**config.mk**
```make
export PLATFORM = sky130hd
export DESIGN_NAME = interboard_send
export DESIGN_NICKNAME = d
export VERILOG_FILES = /design/src/rtl/interboard_pkg.sv /design/src/rtl/msg_fifo.sv /design/src/rtl/interboard_send.sv
export SDC_FILE = /design/constraint.sdc
export NUM_CORES = 1
export LEC_CHECK = 0
export BUFFER_PORTS_ARGS = -buffer_cell sky130_fd_sc_hd__buf_2
export CAP_MARGIN = 20
export CORE_MARGIN = 4
export CORE_UTILIZATION = 35
export CTS_BUF_LIST = sky130_fd_sc_hd__clkbuf_2 sky130_fd_sc_hd__clkbuf_4 sky130_fd_sc_hd__clkbuf_8
export DETAILED_ROUTE_END_ITERATION = 16
export PLACE_DENSITY = 0.56
export SLEW_MARGIN = 25
export SYNTH_ARGS = -nofsm -noshare
export SYNTH_HDL_FRONTEND = slang
export SYNTH_SLANG_ARGS = --single-unit
```
**constraint.sdc**
```tcl
create_clock -name clk -period 2.2 [get_ports clk]
set_input_delay 0 -clock clk [delete_from_list [all_inputs] [get_ports clk]]
set_output_delay 0 -clock clk [all_outputs]
set_load 0.05 [all_outputs]
```
**src/rtl/interboard_pkg.sv**
```systemverilog
// Shared definitions for the inter-board link.
// Frame layout is common to the sender and the receiver.
package interboard_pkg;

  localparam int FRAME_W     = 24;
  localparam int FRAME_WORDS = 4;
  localparam int WORD_W      = 6;
  localparam int IDX_W       = 2;

  localparam int MOVE_DIR_LSB = 0;
  localparam int MOVE_DIR_W   = 1;
  localparam int BLOCK_X_LSB  = 1;
  localparam int BLOCK_X_W    = 5;
  localparam int BLOCK_Y_LSB  = 6;
  localparam int BLOCK_Y_W    = 3;
  localparam int MSG_TYPE_LSB = 9;
  localparam int MSG_TYPE_W   = 4;
  localparam int CARD_LSB     = 13;
  localparam int CARD_W       = 6;
  localparam int SEL_LEN_LSB  = 19;
  localparam int SEL_LEN_W    = 3;

  typedef enum logic [1:0] {
    S_IDLE   = 2'd0,
    S_SETUP  = 2'd1,
    S_REQ_HI = 2'd2,
    S_REQ_LO = 2'd3
  } tx_state_e;

  function automatic logic [FRAME_W-1:0] pack_frame(
    input logic                  move_dir,
    input logic [BLOCK_X_W-1:0]  block_x,
    input logic [BLOCK_Y_W-1:0]  block_y,
    input logic [MSG_TYPE_W-1:0] msg_type,
    input logic [CARD_W-1:0]     card,
    input logic [SEL_LEN_W-1:0]  sel_len
  );
    logic [FRAME_W-1:0] f;
    f = '0;
    f[MOVE_DIR_LSB +: MOVE_DIR_W] = move_dir;
    f[BLOCK_X_LSB +: BLOCK_X_W]   = block_x;
    f[BLOCK_Y_LSB +: BLOCK_Y_W]   = block_y;
    f[MSG_TYPE_LSB +: MSG_TYPE_W] = msg_type;
    f[CARD_LSB +: CARD_W]         = card;
    f[SEL_LEN_LSB +: SEL_LEN_W]   = sel_len;
    return f;
  endfunction

  function automatic logic [WORD_W-1:0] frame_word(
    input logic [FRAME_W-1:0] f,
    input logic [IDX_W-1:0]   k
  );
    logic [WORD_W-1:0] w;
    unique case (k)
      2'd0:    w = f[5:0];
      2'd1:    w = f[11:6];
      2'd2:    w = f[17:12];
      default: w = f[23:18];
    endcase
    return w;
  endfunction

endpackage

```
**src/rtl/msg_fifo.sv**
```systemverilog
// Synchronous message FIFO with registered count.
// Pushes while full and pops while empty are ignored.
module msg_fifo #(
  parameter int DEPTH = 4,
  parameter int W     = 24
) (
  input  logic                     clk,
  input  logic                     rst,
  input  logic                     push_i,
  input  logic                     pop_i,
  input  logic [W-1:0]             wdata_i,
  output logic [W-1:0]             rdata_o,
  output logic                     full_o,
  output logic                     empty_o,
  output logic [$clog2(DEPTH):0]   count_o
);

  localparam int AW = $clog2(DEPTH);

  logic [W-1:0]  mem_q [DEPTH];
  logic [AW-1:0] wr_q, wr_d;
  logic [AW-1:0] rd_q, rd_d;
  logic [AW:0]   cnt_q, cnt_d;
  logic          do_push, do_pop;

  assign full_o  = (cnt_q == (AW+1)'(DEPTH));
  assign empty_o = (cnt_q == '0);
  assign count_o = cnt_q;
  assign rdata_o = mem_q[rd_q];

  assign do_push = push_i && !full_o;
  assign do_pop  = pop_i && !empty_o;

  // Pointer and occupancy next-state.
  always_comb begin
    wr_d  = wr_q;
    rd_d  = rd_q;
    cnt_d = cnt_q;
    if (do_push) wr_d = wr_q + AW'(1);
    if (do_pop)  rd_d = rd_q + AW'(1);
    unique case ({do_push, do_pop})
      2'b10:   cnt_d = cnt_q + (AW+1)'(1);
      2'b01:   cnt_d = cnt_q - (AW+1)'(1);
      default: cnt_d = cnt_q;
    endcase
  end

  // Storage array; contents need no reset.
  always_ff @(posedge clk) begin
    if (do_push) mem_q[wr_q] <= wdata_i;
  end

  // Pointer and count registers.
  always_ff @(posedge clk) begin
    if (rst) begin
      wr_q  <= '0;
      rd_q  <= '0;
      cnt_q <= '0;
    end else begin
      wr_q  <= wr_d;
      rd_q  <= rd_d;
      cnt_q <= cnt_d;
    end
  end

endmodule

```
**src/rtl/interboard_send.sv**
```systemverilog
// Inter-board link transmitter: queue, pack, and
// send frames as 6-bit words over a 4-phase handshake.
import interboard_pkg::*;

module interboard_send #(
  parameter int DEPTH   = 4,
  parameter int TIMEOUT = 1000
) (
  input  logic       clk,
  input  logic       rst,
  input  logic       ctrl_en,
  input  logic       ctrl_move_dir,
  input  logic [4:0] ctrl_block_x,
  input  logic [2:0] ctrl_block_y,
  input  logic [3:0] ctrl_msg_type,
  input  logic [5:0] ctrl_card,
  input  logic [2:0] ctrl_sel_len,
  input  logic       ack,
  output logic       tx_request,
  output logic [5:0] tx_data,
  output logic       busy,
  output logic       done,
  output logic       overflow,
  output logic       err
);

  localparam int CW = $clog2(DEPTH) + 1;
  localparam int TW = $clog2(TIMEOUT + 1);
  localparam logic [TW-1:0] TMO_LAST = TW'(TIMEOUT - 1);
  localparam logic [IDX_W-1:0] LAST_IDX =
    IDX_W'(FRAME_WORDS - 1);

  tx_state_e          state_q, state_d;
  logic [IDX_W-1:0]   idx_q, idx_d;
  logic [FRAME_W-1:0] frame_q, frame_d;
  logic [WORD_W-1:0]  data_q, data_d;
  logic               req_q, req_d;
  logic [TW-1:0]      tmo_q, tmo_d;
  logic               done_q, done_d;
  logic               err_q, err_d;
  logic               ovf_q, ovf_d;
  logic               busy_q, busy_d;
  logic               ack_meta_q, ack_s_q;

  logic               pop;
  logic               push_ok;
  logic [FRAME_W-1:0] push_frame;
  logic [FRAME_W-1:0] fifo_rdata;
  logic               fifo_full;
  logic               fifo_empty;
  logic [CW-1:0]      fifo_cnt;

  assign push_frame = pack_frame(
    ctrl_move_dir, ctrl_block_x, ctrl_block_y,
    ctrl_msg_type, ctrl_card, ctrl_sel_len);

  assign push_ok = ctrl_en && !fifo_full;
  assign ovf_d   = ctrl_en && fifo_full;

  msg_fifo #(
    .DEPTH (DEPTH),
    .W     (FRAME_W)
  ) u_fifo (
    .clk     (clk),
    .rst     (rst),
    .push_i  (ctrl_en),
    .pop_i   (pop),
    .wdata_i (push_frame),
    .rdata_o (fifo_rdata),
    .full_o  (fifo_full),
    .empty_o (fifo_empty),
    .count_o (fifo_cnt)
  );

  // Two-flop synchronizer for the peer's ack.
  always_ff @(posedge clk) begin
    if (rst) begin
      ack_meta_q <= 1'b0;
      ack_s_q    <= 1'b0;
    end else begin
      ack_meta_q <= ack;
      ack_s_q    <= ack_meta_q;
    end
  end

  // Handshake FSM: next state, word steering, timeout.
  always_comb begin
    state_d = state_q;
    idx_d   = idx_q;
    frame_d = frame_q;
    data_d  = data_q;
    req_d   = req_q;
    tmo_d   = tmo_q;
    done_d  = 1'b0;
    err_d   = 1'b0;
    pop     = 1'b0;
    unique case (state_q)
      S_IDLE: begin
        if (!fifo_empty) begin
          pop     = 1'b1;
          frame_d = fifo_rdata;
          idx_d   = '0;
          data_d  = frame_word(fifo_rdata, '0);
          state_d = S_SETUP;
        end
      end
      S_SETUP: begin
        req_d   = 1'b1;
        tmo_d   = '0;
        state_d = S_REQ_HI;
      end
      S_REQ_HI: begin
        if (ack_s_q) begin
          req_d   = 1'b0;
          tmo_d   = '0;
          state_d = S_REQ_LO;
        end else if (tmo_q == TMO_LAST) begin
          req_d   = 1'b0;
          data_d  = '0;
          err_d   = 1'b1;
          state_d = S_IDLE;
        end else begin
          tmo_d = tmo_q + TW'(1);
        end
      end
      S_REQ_LO: begin
        if (!ack_s_q) begin
          if (idx_q == LAST_IDX) begin
            done_d  = 1'b1;
            data_d  = '0;
            state_d = S_IDLE;
          end else begin
            idx_d   = idx_q + IDX_W'(1);
            data_d  = frame_word(frame_q,
                                 idx_q + IDX_W'(1));
            state_d = S_SETUP;
          end
        end else if (tmo_q == TMO_LAST) begin
          req_d   = 1'b0;
          data_d  = '0;
          err_d   = 1'b1;
          state_d = S_IDLE;
        end else begin
          tmo_d = tmo_q + TW'(1);
        end
      end
      default: begin
        req_d   = 1'b0;
        data_d  = '0;
        state_d = S_IDLE;
      end
    endcase
  end

  // Busy reflects the FIFO/FSM state after this edge.
  always_comb begin
    busy_d = push_ok
          || (fifo_cnt > CW'(pop))
          || (state_d != S_IDLE);
  end

  // FSM and output registers.
  always_ff @(posedge clk) begin
    if (rst) begin
      state_q <= S_IDLE;
      idx_q   <= '0;
      frame_q <= '0;
      data_q  <= '0;
      req_q   <= 1'b0;
      tmo_q   <= '0;
      done_q  <= 1'b0;
      err_q   <= 1'b0;
      ovf_q   <= 1'b0;
      busy_q  <= 1'b0;
    end else begin
      state_q <= state_d;
      idx_q   <= idx_d;
      frame_q <= frame_d;
      data_q  <= data_d;
      req_q   <= req_d;
      tmo_q   <= tmo_d;
      done_q  <= done_d;
      err_q   <= err_d;
      ovf_q   <= ovf_d;
      busy_q  <= busy_d;
    end
  end

  assign tx_request = req_q;
  assign tx_data    = data_q;
  assign busy       = busy_q;
  assign done       = done_q;
  assign overflow   = ovf_q;
  assign err        = err_q;

endmodule

```
==> key figures <==
STA
  – Hold Fails Final Rpt: 0
  – Final Critical Period: 2.043 ns
  – Tcrit/Tclk final: 92.89%
  – Skew final: 0.01109 ns
  – Pins over their slew limit: 0
  – Slew HR: between 50 and 60%
  – RSZ-0062 raised after global routing: false
  – Measured slew at the worst slew-check pin: 0.6074 ns
  – Final hold slack: a little over 0.03 ns
  – Finish-stage setup viols: 0
  – Setup TNS: 0 ns
  – Fmax: 489.4 MHz

Setup path
  – Reg2reg start: u_fifo.count_o[1]
  – Crit path top cell by count: inv_2
  – Cell chain of the critical path: inv_2, nand3_2, and2_4, inv_2, ha_2, inv_1, fa_1, xor2_1, or3_1, a21oi_1
  – Crit path from: u_fifo.count_o[1]
  – Worst path slowest cell: fa_1
  – Worst path required time: approximately 2.6 ns
  – Worst Setup End Kind: flip-flop
  – CP top delay family: simple AND/OR/NAND/NOR gates
  – Crit path largest cell delay: 0.38 ns
  – Reg2reg setup slack: 0.16 ns
  – Setup crit start kind: flip-flop
  – Buffer and inverter count on the worst path: 3
  – CP arrival: around 2.4 ns
  – Kind of critical path: flip-flop to flip-flop
  – Max Fanout on Critical Path: 4

Clock tree
  – Worst-skew pair later-pin latency: around 0.44 ns
  – Clock buffer depth: 2
  – CTS tree: done
  – CTS root buf: clkbuf_8
  – H-tree depth: 4
  – Post-CTS setup buffer count: 0
  – Clock Pin Slew Worst Setup and Hold Paths: 0.08 ns
  – Clk sink count: 146
  – Total CTS buffers: 17

Logic synthesis
  – Asr flop ratio synth: 0%
  – Ys Warns: 0
  – EDFF count, synth: 88
  – Cell taking the most area after synthesis: edfxtp_1
  – Syn avg cell area: 13.37 um2
  – Yosys reg bits: 146
  – Seq/Total Area, Yosys: 65.10%
  – Mapped Area: 5843 um2
  – Distinct cells, synth: 46
  – Syn nets: 476
  – Syn Inst Count: 437
  – Ranking of synthesized cells by area: edfxtp_1 (45%), dfxtp_1 (20%), mux4_2 (6.6%), nand2_1 (3.9%), a21oi_1 (3.0%)
  – Area share of the largest cell type after synthesis: a little under half
  – Top FF cell, synth: edfxtp_1

Route
  – Drt via density: roughly 5
  – Drt total wl: ~12000 um
  – Wire per inst: 15.58 um
  – Number of routed nets with antenna violations: 0
  – DRC: 0
  – First-pass iteration count of the detailed router: 7
  – DR iter-0 viols: between 300 and 400
  – Vias: 3677

Finish
  – Antenna diode count: 0
  – Layout cells sized above 1: roughly 21%
  – Multi-input logic area: 1892 um2
  – Commonest non-fill, non-tap cell in the layout: edfxtp_1
  – Highest-count cells in the layout ignoring fill and taps: edfxtp_1 (88), nand2_1 (60), dfxtp_1 (55)
  – Non-filler cells, final: between 700 and 800
  – Nets: approximately 550
  – Area Growth Syn to Fin: 19.66%
  – Finished Cell Area: roughly 7000 um2
  – Fill count: 1521
  – Register area: 3807 um2

Floorplan
  – Std cell rows: 46
  – Chip width: between 100 and 150 um
  – Die Height: approximately 140 um
  – Die area: 18830 um2
  – I/O pin count: 37
  – Initial core utilization: 36.26%
  – Core area: 16120 um2

Power
  – PwrDens: 1197 nW/um2
  – Peak VDD IR: between 600 and 700 uV
  – Leak: 2.444 nW

GRT
  – Vias in the first global route: 3687
  – Global-route wire length before repair: between 15000 and 20000 um
  – Initial antenna violation count: 0
  – Largest net degree at the start of global routing: 34
  – Total Routing Usage GR: between 10% and 20%
  – Overflow after GRT: 0

Flow run
  – Max-cap viol count: 0

Worst hold path
  – Min-delay src: rst
  – Worst min path class: primary input to flip-flop

Status
  – Outcome: completed

Placement
  – RePlAce Congestion: 0.7894
  – Dpl cell area: 6324 um2
  – PortBufs: 36
  – Placed Cells: around 690
  – Post-DP HPWL: 7731 um
state kept, by name, indices dropped and copies added (netlist names), named ones only:
name,flops
tx_data,6
idx_q,2
done,1
state_q,2
overflow,1
err,1
u_fifo.count_o,3
busy,1
ack_s_q,1
u_fifo.rd_q,2
u_fifo.wr_q,2
u_fifo.mem_q,88
frame_q,22
tx_request,1
tmo_q,10
ack_meta_q,1
final timing paths:
kind         cells after the start           endpoint
max                             10  u_fifo.count_o[2]
min                              2         tx_request
max reg2reg                     10  u_fifo.count_o[2]
min reg2reg                      1            ack_s_q
timing repair:
item                                   CTS  global route
endpoints found under the hold margin   91             0
gates resized for setup                  0             8
hold buffers                            24             0
setup endpoints to repair                0             1
cell families (layout without fill, tap and decap cells):
family	Yosys count	after routing	synth area share [%]
compound gates	69	69	7.409
xor+xnor	12	12	1.799
fa+ha+maj	14	14	3.105
buf+inv	34	124	2.741
flops	146	146	65.10
mux	22	22	8.801
simple gates	140	140	11.05
per-layer routing:
| layer | up-vias | global-route usage, % | part of all wire [%] |
|---|---|---|---|
| met5 | - | 0 | 0 |
| met2 | 74 | 20.79 | 48 |
| li1 | 1778 | - | - |
| met4 | 0 | 4.545 | 0.69 |
| met3 | 12 | 4.091 | 4.9 |
| met1 | 1813 | 17.49 | 46 |
Yosys cell counts (all sizes together) (9+ instances only):
| master | n |
|---|---|
| clkbuf | 10 |
| nor3 | 11 |
| ha | 12 |
| dfxtp | 58 |
| nand2 | 61 |
| buf | 10 |
| nor2b | 10 |
| edfxtp | 88 |
| a21oi | 35 |
| nor2 | 29 |
| inv | 13 |
| mux4 | 22 |
| nand3 | 9 |
stage by stage:
stage	power, mW	setup WS, ns	util, %
5_1_grt	8.888	0.02249	43.39
6_report	8.370	0.1565	43.39
2_1_floorplan	5.535	0.008173	-
4_1_cts	8.439	0.01698	43.30
3_5_place_dp	6.216	0.04636	39.24
3_3_place_gp	6.150	0.1842	39.24
final cells by class:
class,count,share of cell area [%]
clock buffers,17,3.346
clock inverters,15,2.577
flip-flops and latches,146,54.46
repair buffers,78,7.946
well taps,216,3.865
inverters,14,0.7516
multi-input cells,257,27.06
worst register-to-register path: cells and delay by family (launching register included):
family	cells	cell delay, ns
simple gates	3	0.58
fa+ha+maj	2	0.56
flops	1	0.35
buf+inv	3	0.18
xor+xnor	1	0.16
compound gates	1	0.14
power by group:
group	internal [mW]	switching, mW	leakage [nW]
combinational	0.976	1.51	0.965
clock	1.13	1.06	0.196
sequential	3.42	0.277	1.28
Note: power is estimated with default switching activity, not from simulation.
